===== config.mk =====
export PLATFORM = sky130hd
export DESIGN_NAME = bus_cycle_ctl
export DESIGN_NICKNAME = d
export VERILOG_FILES = /design/src/rtl/bus_cycle_pkg.sv /design/src/rtl/bus_watchdog.sv /design/src/rtl/bus_cycle_ctl.sv
export SDC_FILE = /design/constraint.sdc
export NUM_CORES = 1
export LEC_CHECK = 0
export BUFFER_PORTS_ARGS = -buffer_cell sky130_fd_sc_hd__buf_2
export CORE_UTILIZATION = 28
export DETAILED_ROUTE_END_ITERATION = 8
export GPL_ROUTABILITY_DRIVEN = 0
export GPL_TIMING_DRIVEN = 0
export PLACE_DENSITY = 0.58
export SYNTH_ARGS = -nofsm -noshare
export SYNTH_HDL_FRONTEND = slang
export SYNTH_SLANG_ARGS = --single-unit

===== constraint.sdc =====
create_clock -name DRAM_CLK -period 2.21 [get_ports DRAM_CLK]
set_input_delay 0.1105 -clock DRAM_CLK [delete_from_list [all_inputs] [get_ports DRAM_CLK]]
set_output_delay 0.1105 -clock DRAM_CLK [all_outputs]
set_load 0.005 [all_outputs]

===== src/rtl/bus_cycle_pkg.sv =====
`default_nettype none
// ============================================================================
// Module      : bus_cycle_pkg
// Description : Shared types and constants for the bus-cycle terminator.
// Revision    : 1.0 - initial release
// ============================================================================
package bus_cycle_pkg;

  typedef enum logic [1:0] {
    IDLE   = 2'd0,
    WAIT   = 2'd1,
    FINISH = 2'd2,
    HOLD   = 2'd3
  } state_e;

  localparam logic [1:0] PORT_EXT = 2'b00;
  localparam logic [1:0] PORT_8   = 2'b01;
  localparam logic [1:0] PORT_16  = 2'b10;
  localparam logic [1:0] PORT_32  = 2'b11;

  localparam int WDOG_W = 8;
  localparam int BOOT_W = 4;

endpackage
`default_nettype wire


===== src/rtl/bus_watchdog.sv =====
`default_nettype none
// ============================================================================
// Module      : bus_watchdog
// Description : Bus-error timeout counter, advanced on CPU_CLK ticks while /AS is low.
// Revision    : 1.0 - initial release
// ============================================================================
module bus_watchdog
  import bus_cycle_pkg::*;
#(
  parameter int BERR_CYCLES = 64
) (
  input  logic DRAM_CLK,
  input  logic nRST,
  input  logic tick_i,
  input  logic nAS_i,
  output logic timeout_o
);

  localparam logic [WDOG_W-1:0] C_TERM = WDOG_W'(BERR_CYCLES - 1);

  logic [WDOG_W-1:0] cnt_q;
  logic [WDOG_W-1:0] cnt_d;

  always_comb begin
    cnt_d = cnt_q;
    if (tick_i) begin
      if (nAS_i) begin
        cnt_d = '0;
      end else if (cnt_q != C_TERM) begin
        cnt_d = cnt_q + WDOG_W'(1);
      end
    end
  end

  always_ff @(posedge DRAM_CLK or negedge nRST) begin
    if (!nRST) begin
      cnt_q <= '0;
    end else begin
      cnt_q <= cnt_d;
    end
  end

  assign timeout_o = (cnt_q == C_TERM);

endmodule
`default_nettype wire


===== src/rtl/bus_cycle_ctl.sv =====
`default_nettype none
// ============================================================================
// Module      : bus_cycle_ctl
// Description : N-channel 68030 bus-cycle terminator with BERR watchdog and boot overlay.
// Revision    : 1.0 - initial release
// ============================================================================
module bus_cycle_ctl
  import bus_cycle_pkg::*;
#(
  parameter int NCHAN       = 4,
  parameter int WAIT_W      = 4,
  parameter int BERR_CYCLES = 64,
  parameter int BOOT_CYCLES = 4
) (
  input  logic                    DRAM_CLK,
  input  logic                    nRST,
  input  logic                    nAS,
  input  logic                    nDS,
  input  logic [NCHAN-1:0]        nSEL,
  input  logic [NCHAN*WAIT_W-1:0] CHAN_WAITS,
  input  logic [2*NCHAN-1:0]      CHAN_PORT,
  output logic                    CPU_CLK,
  output logic [1:0]              DSACK,
  output logic                    BERR,
  output logic                    BOOT,
  output logic                    BUSY
);

  localparam logic [BOOT_W-1:0] C_BOOT_END = BOOT_W'(BOOT_CYCLES);

  logic              cpu_clk_q;
  logic              tick;
  state_e            state_q, state_d;
  logic [WAIT_W-1:0] cnt_q, cnt_d;
  logic [1:0]        port_q, port_d;
  logic [1:0]        dsack_q, dsack_d;
  logic              conflict_q, conflict_d;
  logic              nas_q;
  logic [BOOT_W-1:0] boot_q, boot_d;
  logic              timeout;

  logic [1:0]        port_arr  [NCHAN];
  logic [WAIT_W-1:0] waits_arr [NCHAN];
  logic [3:0]        sel_num;
  logic [1:0]        sel_port;
  logic [WAIT_W-1:0] sel_waits;

  // A tick is the DRAM_CLK edge on which CPU_CLK rises.
  assign tick = ~cpu_clk_q;

  generate
    for (genvar g = 0; g < NCHAN; g++) begin : g_chan
      assign port_arr[g]  = CHAN_PORT[2*g +: 2];
      assign waits_arr[g] = CHAN_WAITS[g*WAIT_W +: WAIT_W];
    end
  endgenerate

  always_comb begin
    sel_num   = '0;
    sel_port  = PORT_EXT;
    sel_waits = '0;
    for (int i = NCHAN - 1; i >= 0; i--) begin
      if (!nSEL[i]) begin
        sel_num   = sel_num + 4'd1;
        sel_port  = port_arr[i];
        sel_waits = waits_arr[i];
      end
    end
  end

  always_comb begin
    state_d    = state_q;
    cnt_d      = cnt_q;
    port_d     = port_q;
    dsack_d    = dsack_q;
    conflict_d = conflict_q;
    if (tick) begin
      case (state_q)
        IDLE: begin
          if (!nAS) begin
            if (sel_num >= 4'd2) begin
              conflict_d = 1'b1;
              state_d    = HOLD;
            end else if (sel_num == 4'd1) begin
              if (sel_port == PORT_EXT) begin
                state_d = HOLD;
              end else if (sel_waits == '0) begin
                dsack_d = sel_port;
                state_d = FINISH;
              end else begin
                cnt_d   = sel_waits;
                port_d  = sel_port;
                state_d = WAIT;
              end
            end
          end
        end
        WAIT: begin
          if (nAS) begin
            cnt_d   = '0;
            state_d = IDLE;
          end else begin
            cnt_d = cnt_q - WAIT_W'(1);
            if (cnt_q == WAIT_W'(1)) begin
              dsack_d = port_q;
              state_d = FINISH;
            end
          end
        end
        FINISH, HOLD: begin
          if (nAS) begin
            dsack_d    = '0;
            conflict_d = 1'b0;
            state_d    = IDLE;
          end
        end
        default: state_d = IDLE;
      endcase
    end
  end

  // Boot overlay counts /AS rising edges at DRAM_CLK rate so none are missed.
  always_comb begin
    boot_d = boot_q;
    if (nAS && !nas_q && (boot_q != C_BOOT_END)) begin
      boot_d = boot_q + BOOT_W'(1);
    end
  end

  always_ff @(posedge DRAM_CLK or negedge nRST) begin
    if (!nRST) begin
      cpu_clk_q  <= 1'b0;
      state_q    <= IDLE;
      cnt_q      <= '0;
      port_q     <= PORT_EXT;
      dsack_q    <= '0;
      conflict_q <= 1'b0;
      nas_q      <= 1'b1;
      boot_q     <= '0;
    end else begin
      cpu_clk_q  <= ~cpu_clk_q;
      state_q    <= state_d;
      cnt_q      <= cnt_d;
      port_q     <= port_d;
      dsack_q    <= dsack_d;
      conflict_q <= conflict_d;
      nas_q      <= nAS;
      boot_q     <= boot_d;
    end
  end

  bus_watchdog #(
    .BERR_CYCLES (BERR_CYCLES)
  ) u_watchdog (
    .DRAM_CLK  (DRAM_CLK),
    .nRST      (nRST),
    .tick_i    (tick),
    .nAS_i     (nAS),
    .timeout_o (timeout)
  );

  assign CPU_CLK = cpu_clk_q;
  assign DSACK   = dsack_q & {2{~nDS}};
  assign BERR    = timeout | conflict_q;
  assign BOOT    = (boot_q != C_BOOT_END);
  assign BUSY    = (state_q != IDLE);

endmodule
`default_nettype wire


Yosys cells after proc, flatten, opt, wreduce, memory -nomap -nowiden. Index checks and enable logic that the tools add are counted.

Register bits after elaboration: 25. Bits of input ports: 32.

$add $sub $neg: 6. Order comparisons: 1. Equal/unequal tests: 20. Multiplexer cells: 42. Bitwise logic cells: 8. Reduce and logical (&&, ||, !) cells: 17.

Operators by type and width (number): two-way mux 4 bit (13); two-way mux 2 bit (19); inequality test 2 bit, second input constant (10); adder 4 x 1 -> 4 bit, second input constant (4); two-way mux 8 bit (2); AND reduction 7 bit (2); case mux 2 bit (3 select lines) (2); AND reduction 5 bit (2); AND reduction 9 bit (1); adder 8 x 1 -> 8 bit, second input constant (1); equality test 4 x 1 -> 1 bit, second input constant (2); equality test 8 x 6 -> 1 bit, second input constant (1); inequality test 8 x 6 -> 1 bit, second input constant (1); case mux 4 bit (2 select lines) (1); nonzero test 2 bit (4); inequality test 3 bit, second input constant (2); inverter 1 bit (6); equality test 2 bit, second input constant (2); greater-or-equal comparator 4 x 2 -> 1 bit, second input constant (1); logical NOT 2 bit (2); logical NOT 4 bit (1); two-way mux 1 bit (4); inequality test 4 x 3 -> 1 bit, second input constant (1); subtractor 4 x 1 -> 4 bit, second input constant (1); other kinds (8) (9).

Logic depth before layout (Yosys ltp). Gate-level depths: netlist of the first run.

Word-level depth: 12. Depth in mapped cells: 10. Mapped depth without buffers: 10.

Cells and area by module. From an unflattened synthesis of the first run, not the netlist that was laid out.

Cell total of the unflattened synthesis: 193. Area total of the unflattened synthesis: 1871.8 sq um.

By module, submodules not included: bus_cycle_ctl (times used 1, cells each 143, area each 1341.3 sq um, sequential area each 426.7 sq um); bus_watchdog (times used 1, cells each 50, area each 530.5 sq um, sequential area each 200.2 sq um).

Worst setup path before layout of the first run. Ideal clock, no wire load.

Path type: input to register. From: in nSEL[2]. To: reg state_q[0]. Library setup time: 95 ps. Arrival time: 2250 ps. Setup slack: -136 ps. Stages on the path: 9. Buffers on the path: 0. Path through: inv_1 ha_1 xnor2_1 ha_1 or3_1 a32o_1 a21o_1 a2111o_1 o31ai_1.

Cells in the longest elaborated chain, start to end: 10.

Ends and longest elaborated chain: start, declared (RTL line bus_cycle_ctl.sv:19) `input logic [NCHAN-1:0] nSEL,`; parallel branches: the longest is 10 deep, another holds adder 4 x 1 -> 4 bit; end signal, assigned (RTL line bus_cycle_ctl.sv:142) `state_q <= state_d;`; end, declared (RTL line bus_cycle_ctl.sv:33) `state_e state_q, state_d;`.

Parallel ways; which one is timed is not known. The select of a mux whose other input is x is not followed. A chain may end at the register's enable or synchronous reset.

Final worst setup path of the first run. Same ends and word-level chain as after synthesis.

==> run_results.csv, run 1 <==
group,metric,value,unit
critical_path,worst_path_max_delay_cell,"a2111o_1",
final_layout,final_common_cell,"buf_2",
drt,antenna_violating_nets_post_route,0,
yosys,seq_area_frac_synth,37.2,%
floorplan,pin_count,38,
critical_path,wp_buf_inv,2,
floorplan,design.die.area,0.00632,mm²
worst_hold_path,holdCritPathClass,"input port to async pin",
floorplan,floorplan.initialDensity,29.8,%
critical_path,largest_delay_contributor_family_on_the_critical_path,"compound AO/OA/AOI/OAI gates",
critical_path,worst-path-max-fanout,5,
drt,drc,0,
drt,detail_route.wl_per_cell,12.2,µm
final_layout,final_net_count,277,
place,placedCellCount,298,
cts,total_number_of_clock_tree_sinks,25,
yosys,synthesis.yosys.warnings,0,
place,detailedPlacementHpwl,2890,µm
cts,clock_insertion_delay_worst_skew,270,ps
drt,vias_per_cell,4.96,
final_layout,antenna_cells,0,
place,port_buffers,37,
floorplan,rows,27,
yosys,postSynthAreaPerCell,8.90,µm²
cts,tritoncts.num_buffers,3,
critical_path,cp_data_arrival_time,2320,ps
critical_path,cp_slowest_stage_delay,370,ps
grt,global_route_wire_length_before_repair,6360,µm
critical_path,timing.setup.critical_path_class,"input port to register",
final_layout,final_cell_area,0.00217,mm²
yosys,synthesis.instances,189,
sta,maxSlewHeadroom,49.9,%
power,worst_ir_drop_vdd,0.295,mV
critical_path,required_time_of_the_worst_setup_path,2390,ps
drt,drt_pass1_iterations,4,
critical_path,crit_path_cell_trace,"buf_6 > clkinvlp_4 > ha_4 > xnor2_4 > ha_2 > or3_1 > a32o_2 > a21o_1 > a2111o_1 > o31ai_1",
cts,clock_tree.buffer_depth,2,
drt,total_wire_length_after_detailed_routing,3750,µm
power,lkg_pwr,0.918,nW
floorplan,core_area,0.00564,mm²
place,placed_cell_area,0.00199,mm²
drt,dr_total_vias,1523,
yosys,netlist_area,0.00168,mm²
yosys,synth_cell_types,45,
sta,post_route_clock_skew,3.55,ps
sta,timing.final.max_slew_violations,0,
yosys,synth_nets,230,
status,run_status,"completed",
grt,grt_antenna_before_repair,0,
final_layout,fillerInstances,571,
cts,cts_tree,"done",
grt,overflow_left_after_global_routing,0,
final_layout,postLayoutCoreUtil,38.5,%
critical_path,r2r.worst_path.cells,7,
flow_run,max-cap-violations,0,
floorplan,width_of_the_chip,79.5,µm
yosys,ys_ff_latch,25,
grt,tot_gr_track_use,12.6,%
cts,ctsHtreeMaxLevel,1,
sta,hold_violations,0,
cts,path_clk_slew,90,ps
sta,final.period_utilization,97.0,%
final_layout,mostFrequentLayoutCells,"37 x buf_2, 24 x dfrtp_1, 18 x nor2_1, 16 x nand2_1, 13 x o21ai_0",
sta,max_clock_freq,0.466,GHz
power,power.density,743,mW/mm²
final_layout,area_delta_synth_final,28.9,%
sta,report.final.setup_viol,0,
critical_path,critPathLaunchType,"input port",
sta,worst-slew-pin-transition,744,ps
final_layout,layout.cells.non_filler,307,
cts,cts-root-buf,"clkbuf_8",
final_layout,layout-drive-gt1-share,30.6,%
critical_path,crit_path_end_kind,"register",
grt,grt_start_max_net_pins,26,
sta,rsz_0062_raised_after_global_routing,"false",
critical_path,logic_depth_of_the_worst_path_buffers_included,10,
sta,final.min_clock_period,2140,ps
drt,first_iter_violations,102,
floorplan,die_height,79.5,µm
grt,vias_in_the_first_global_route,1396,
## state kept, by name (all words and copies together) (netlist names)
register and count:
CPU_CLK 1, boot_q 4, cnt_q 4, conflict_q 1, dsack_q 2, nas_q 1
port_q 2, state_q 2, u_watchdog.cnt_q 8
## layer usage
metal	track usage, %	share of wire, %
met2	20.5	50
met5	0	0
met1	16.9	47
met4	2.00	0.29
met3	3.20	3.2
## what timing repair did
item / in CTS / in global routing
pin swaps: 1 / 7
hold buffers: 2 / 0
buffers inserted: 1 / 2
endpoints found under the setup margin: 10 / 9
resized for setup: 2 / 13
endpoints found under the hold margin: 25 / 0
## cells in the mapped netlist, drive strengths merged
| master | number | area share, % |
|---|---|---|
| a2111o | 1 | 0.67 |
| a211oi | 1 | 0.74 |
| a21o | 1 | 0.45 |
| a21oi | 9 | 2.7 |
| a221oi | 5 | 3.3 |
| a22o | 2 | 1.0 |
| a22oi | 1 | 0.45 |
| a311oi | 1 | 0.52 |
| a31o | 1 | 0.52 |
| a31oi | 1 | 0.37 |
| a32o | 1 | 0.59 |
| a32oi | 1 | 0.52 |
| and2b | 1 | 0.45 |
| and3b | 1 | 0.52 |
| buf | 1 | 0.30 |
| clkbuf | 6 | 1.3 |
| dfrtp | 24 | 36 |
| dfstp | 1 | 1.6 |
| ha | 9 | 6.7 |
| inv | 11 | 2.5 |
| mux2 | 6 | 4.0 |
| mux2i | 3 | 1.8 |
| nand2 | 17 | 3.9 |
| nand2b | 3 | 1.6 |
| nand3 | 3 | 0.89 |
| nand3b | 1 | 0.45 |
| nand4 | 1 | 0.37 |
| nor2 | 18 | 4.0 |
| nor2b | 6 | 2.2 |
| nor3 | 9 | 2.7 |
| nor4 | 3 | 1.1 |
| o21a | 1 | 0.45 |
| o21ai | 13 | 3.9 |
| o22ai | 8 | 3.0 |
| o31ai | 2 | 0.89 |
| o41ai | 2 | 1.0 |
| or2 | 2 | 0.74 |
| or3 | 2 | 0.74 |
| or4 | 1 | 0.67 |
| xnor2 | 7 | 3.6 |
| xor2 | 2 | 1.0 |
## stage by stage
stage	power, mW	TNS [ps]	worst slack, ps	hold WS, ps
global placement	1.31	-3300	-359	137
global route	1.76	0	22.7	387
CTS	1.60	0	13.8	359
finish	1.61	0	65.8	355
detailed placement	1.32	-3420	-376	133
floorplan	1.14	-2.79	-2.79	-185
## logic make-up (layout without fill, tap and decap cells)
kind of cell               count (synthesis)  in the layout  synth area share [%]
AOI/OAI and AO/OA                         51             51                  21.1
muxes                                      9              9                  5.80
DFF                                       25             25                  37.2
buffers and inverters                     18             64                  4.09
xor gates and xnor gates                   9              9                  4.68
adders and majority gates                  9              9                  6.69
and+or+nand+nor                           68             68                  20.4
## area by class of cell
type,instances,area (µm²),area share [%]
inverters,11,45.0,2.08
clock inverters,1,5.00,0.231
repair buffers,42,234,10.8
flip-flops and latches,25,627,28.9
multi-input cells,146,1100,50.7
clock buffers,3,41.3,1.90
plain buffers,7,27.5,1.27
well taps,72,90.1,4.15
## power by group
| group | total, mW | internal, mW | leakage [nW] | switching (mW) |
|---|---|---|---|---|
| registers | 0.685 | 0.594 | 0.310 | 0.0910 |
| clock network | 0.266 | 0.126 | 0.0255 | 0.140 |
| logic | 0.662 | 0.308 | 0.582 | 0.355 |
| total | 1.61 | 1.03 | 0.918 | 0.585 |
## path summary, 6_finish.rpt
check | startpoint | to | slack (ps)
setup / recovery | nSEL[2] | state_q[0] | 70
hold / removal | nRST | dsack_q[1] | 350
setup reg to reg | u_watchdog.cnt_q[0] | u_watchdog.cnt_q[7] | 230
hold reg to reg | boot_q[3] | boot_q[3] | 470
max in group asynchronous | nRST | nas_q | 1480
min in group DRAM_CLK | CHAN_PORT[3] | port_q[1] | 360
(Power assumes the default switching activity.)
==> run 2: changes to the inputs <==
- PLACE_DENSITY: 0.58 -> 0.6
- clock period: 2.21 -> 1.8 ns (I/O delays scaled with it)
==> run_results.csv, run 2 (synthesis results as in run 1) <==
group,metric,value,unit
power,share_seq_of_total_power,41.1,%
cts,tritoncts.num_buffers,3,
power,total_switching_power,0.760,mW
floorplan,rows,27,
floorplan,width_of_the_chip,79.5,µm
final_layout,layout-drive-gt1-share,38.5,%
place,placedCellCount,298,
sta,rsz_0062_raised_after_global_routing,"true",
grt,vias_in_the_first_global_route,1521,
final_layout,antenna_cells,0,
final_layout,reg.largest.list,"u_watchdog.cnt_q (8), boot_q (4), cnt_q (4)",
critical_path,worst-path-max-fanout,4,
cts,cts_tree,"done",
sta,max_clock_freq,0.495,GHz
sta,maxSlewHeadroom,62.7,%
floorplan,die_height,79.5,µm
power,p_int,1.31,mW
cts,path_clk_slew,90,ps
status,run_status,"finished, violations left",
sta,hold_slack,341,ps
floorplan,core_area,0.00564,mm²
sta,report.final.setup_viol,10,
power,share_clk_of_total_power,16.0,%
drt,dr_total_vias,1564,
power,power.density,877,mW/mm²
drt,vias_per_cell,4.90,
sta,post_route_clock_skew,5.26,ps
power,combPwrFrac,42.9,%
power,power.share.switching,36.7,%
critical_path,timing.setup.critical_path_class,"input port to register",
sta,timing.final.max_slew_violations,0,
sta,setup_ws,-222,ps
grt,tot_gr_track_use,13.1,%
grt,grt_start_max_net_pins,26,
drt,total_wire_length_after_detailed_routing,4040,µm
cts,total_number_of_clock_tree_sinks,25,
status,violations_in_the_final_reports,"setup timing",
final_layout,area_delta_synth_final,40.4,%
sta,final.min_clock_period,2020,ps
floorplan,pin_count,38,
cts,clock_insertion_delay_worst_skew,270,ps
sta,fin_tns_setup,-1680,ps
worst_hold_path,holdCritPathClass,"input port to async pin",
power,lkg_pwr,0.997,nW
place,port_buffers,37,
drt,first_iter_violations,87,
final_layout,mostFrequentLayoutCells,"36 x buf_2, 23 x dfrtp_1, 17 x nor2_1, 15 x nand2_1, 15 x buf_4",
sta,final.period_utilization,112,%
drt,detail_route.wl_per_cell,12.7,µm
critical_path,cp_data_arrival_time,2210,ps
grt,overflow_left_after_global_routing,0,
critical_path,required_time_of_the_worst_setup_path,1990,ps
cts,clock_tree.buffer_depth,2,
sta,hold_violations,0,
final_layout,layout.cells.non_filler,319,
power,worst_ir_drop_vdd,0.467,mV
cts,cts-root-buf,"clkbuf_8",
place,detailedPlacementHpwl,2860,µm
drt,drt_pass1_iterations,4,
final_layout,registers.top_by_ff_count,"u_watchdog.cnt_q",
flow_run,max-cap-violations,0,
grt,grt_antenna_before_repair,0,
floorplan,floorplan.initialDensity,29.8,%
final_layout,final_common_cell,"buf_2",
cts,ctsHtreeMaxLevel,1,
final_layout,largest_register_ff_count,8,
drt,drc,0,
drt,antenna_violating_nets_post_route,0,
critical_path,crit_path_end_kind,"register",
final_layout,final_net_count,289,
floorplan,design.die.area,0.00632,mm²
grt,global_route_wire_length_before_repair,6640,µm
sta,worst-slew-pin-transition,559,ps
critical_path,critPathLaunchType,"input port",
run 2: cell types whose count changed in the layout (fill, tap and decap cells not counted), moves of 2 or more:
cell    change
mux2_2      -2
nor4_1      -2
ha_4        +2
mux2_4      +2
buf_4      +12
run 2: final timing paths:
check | from | end | slack [ps] | cells after the start
max | nSEL[2] | state_q[0] | -220 | 10
min | nRST | dsack_q[0] | 340 | 2
max reg2reg | state_q[0] | dsack_q[1] | -80 | 6
min reg2reg | boot_q[3] | boot_q[3] | 470 | 1
max in group asynchronous | nRST | u_watchdog.cnt_q[1] | 1050 | 2
min in group DRAM_CLK | CHAN_PORT[7] | port_q[1] | 360 | 4
run 2: final cells by class:
| class | instances | area [µm²] |
|---|---|---|
| multi-input combinational | 146 | 1190 |
| clock inverter | 1 | 5.00 |
| inverter | 11 | 45.0 |
| sequential | 25 | 628 |
| timing repair buffer | 54 | 334 |
| clock buffer | 3 | 41.3 |
| tap | 72 | 90.1 |
| buffer | 7 | 27.5 |
| fill | 554 | 3280 |
run 2: worst max-delay path, cell delays in order:
cell and delay, ps:
buf_8 80, clkinvlp_4 120, ha_4 260, xnor2_4 140, ha_4 170, or3_1 340, a32o_2 280, a21o_1 160
a2111o_1 390, o31ai_2 180
run 2: metal layers:
layer	vias up	wire [µm]	part of all wire, %	global-route usage [%]
met2	17	1970	49	22.2
met4	0	21	0.52	1.82
met3	2	101	2.5	3.31
met5	-	0	0	0
met1	745	1950	48	17.1
li1	800	-	-	-
run 2: power by group through the flow:
| stage | sequential (mW) | combinational (mW) | clock [mW] |
|---|---|---|---|
| after detailed placement | 0.858 | 0.772 | 0 |
| final | 0.852 | 0.889 | 0.331 |
| after CTS | 0.848 | 0.820 | 0.351 |
| after floorplan | 0.827 | 0.576 | 0 |
| after global placement | 0.849 | 0.762 | 0 |
| after global routing | 0.875 | 0.998 | 0.373 |
run 2: per-stage QoR:
stage | worst slack, ps | utilization, % | power (mW) | instance area [µm²]
after CTS | -195 | 38.9 | 2.02 | 2200
after global routing | -286 | 41.9 | 2.25 | 2360
final | -222 | 41.9 | 2.07 | 2360
after global placement | -739 | 35.8 | 1.61 | 2020
after detailed placement | -756 | 35.8 | 1.63 | 2020
after floorplan | -349 | - | 1.40 | 1740
run 2: what timing repair did:
action	4_1_cts	5_1_grt
pin swaps	4	7
hold buffers	2	0
buffers inserted	6	9
resized for setup	14	17
hold endpoints to repair	25	0
endpoints found under the setup margin	15	15
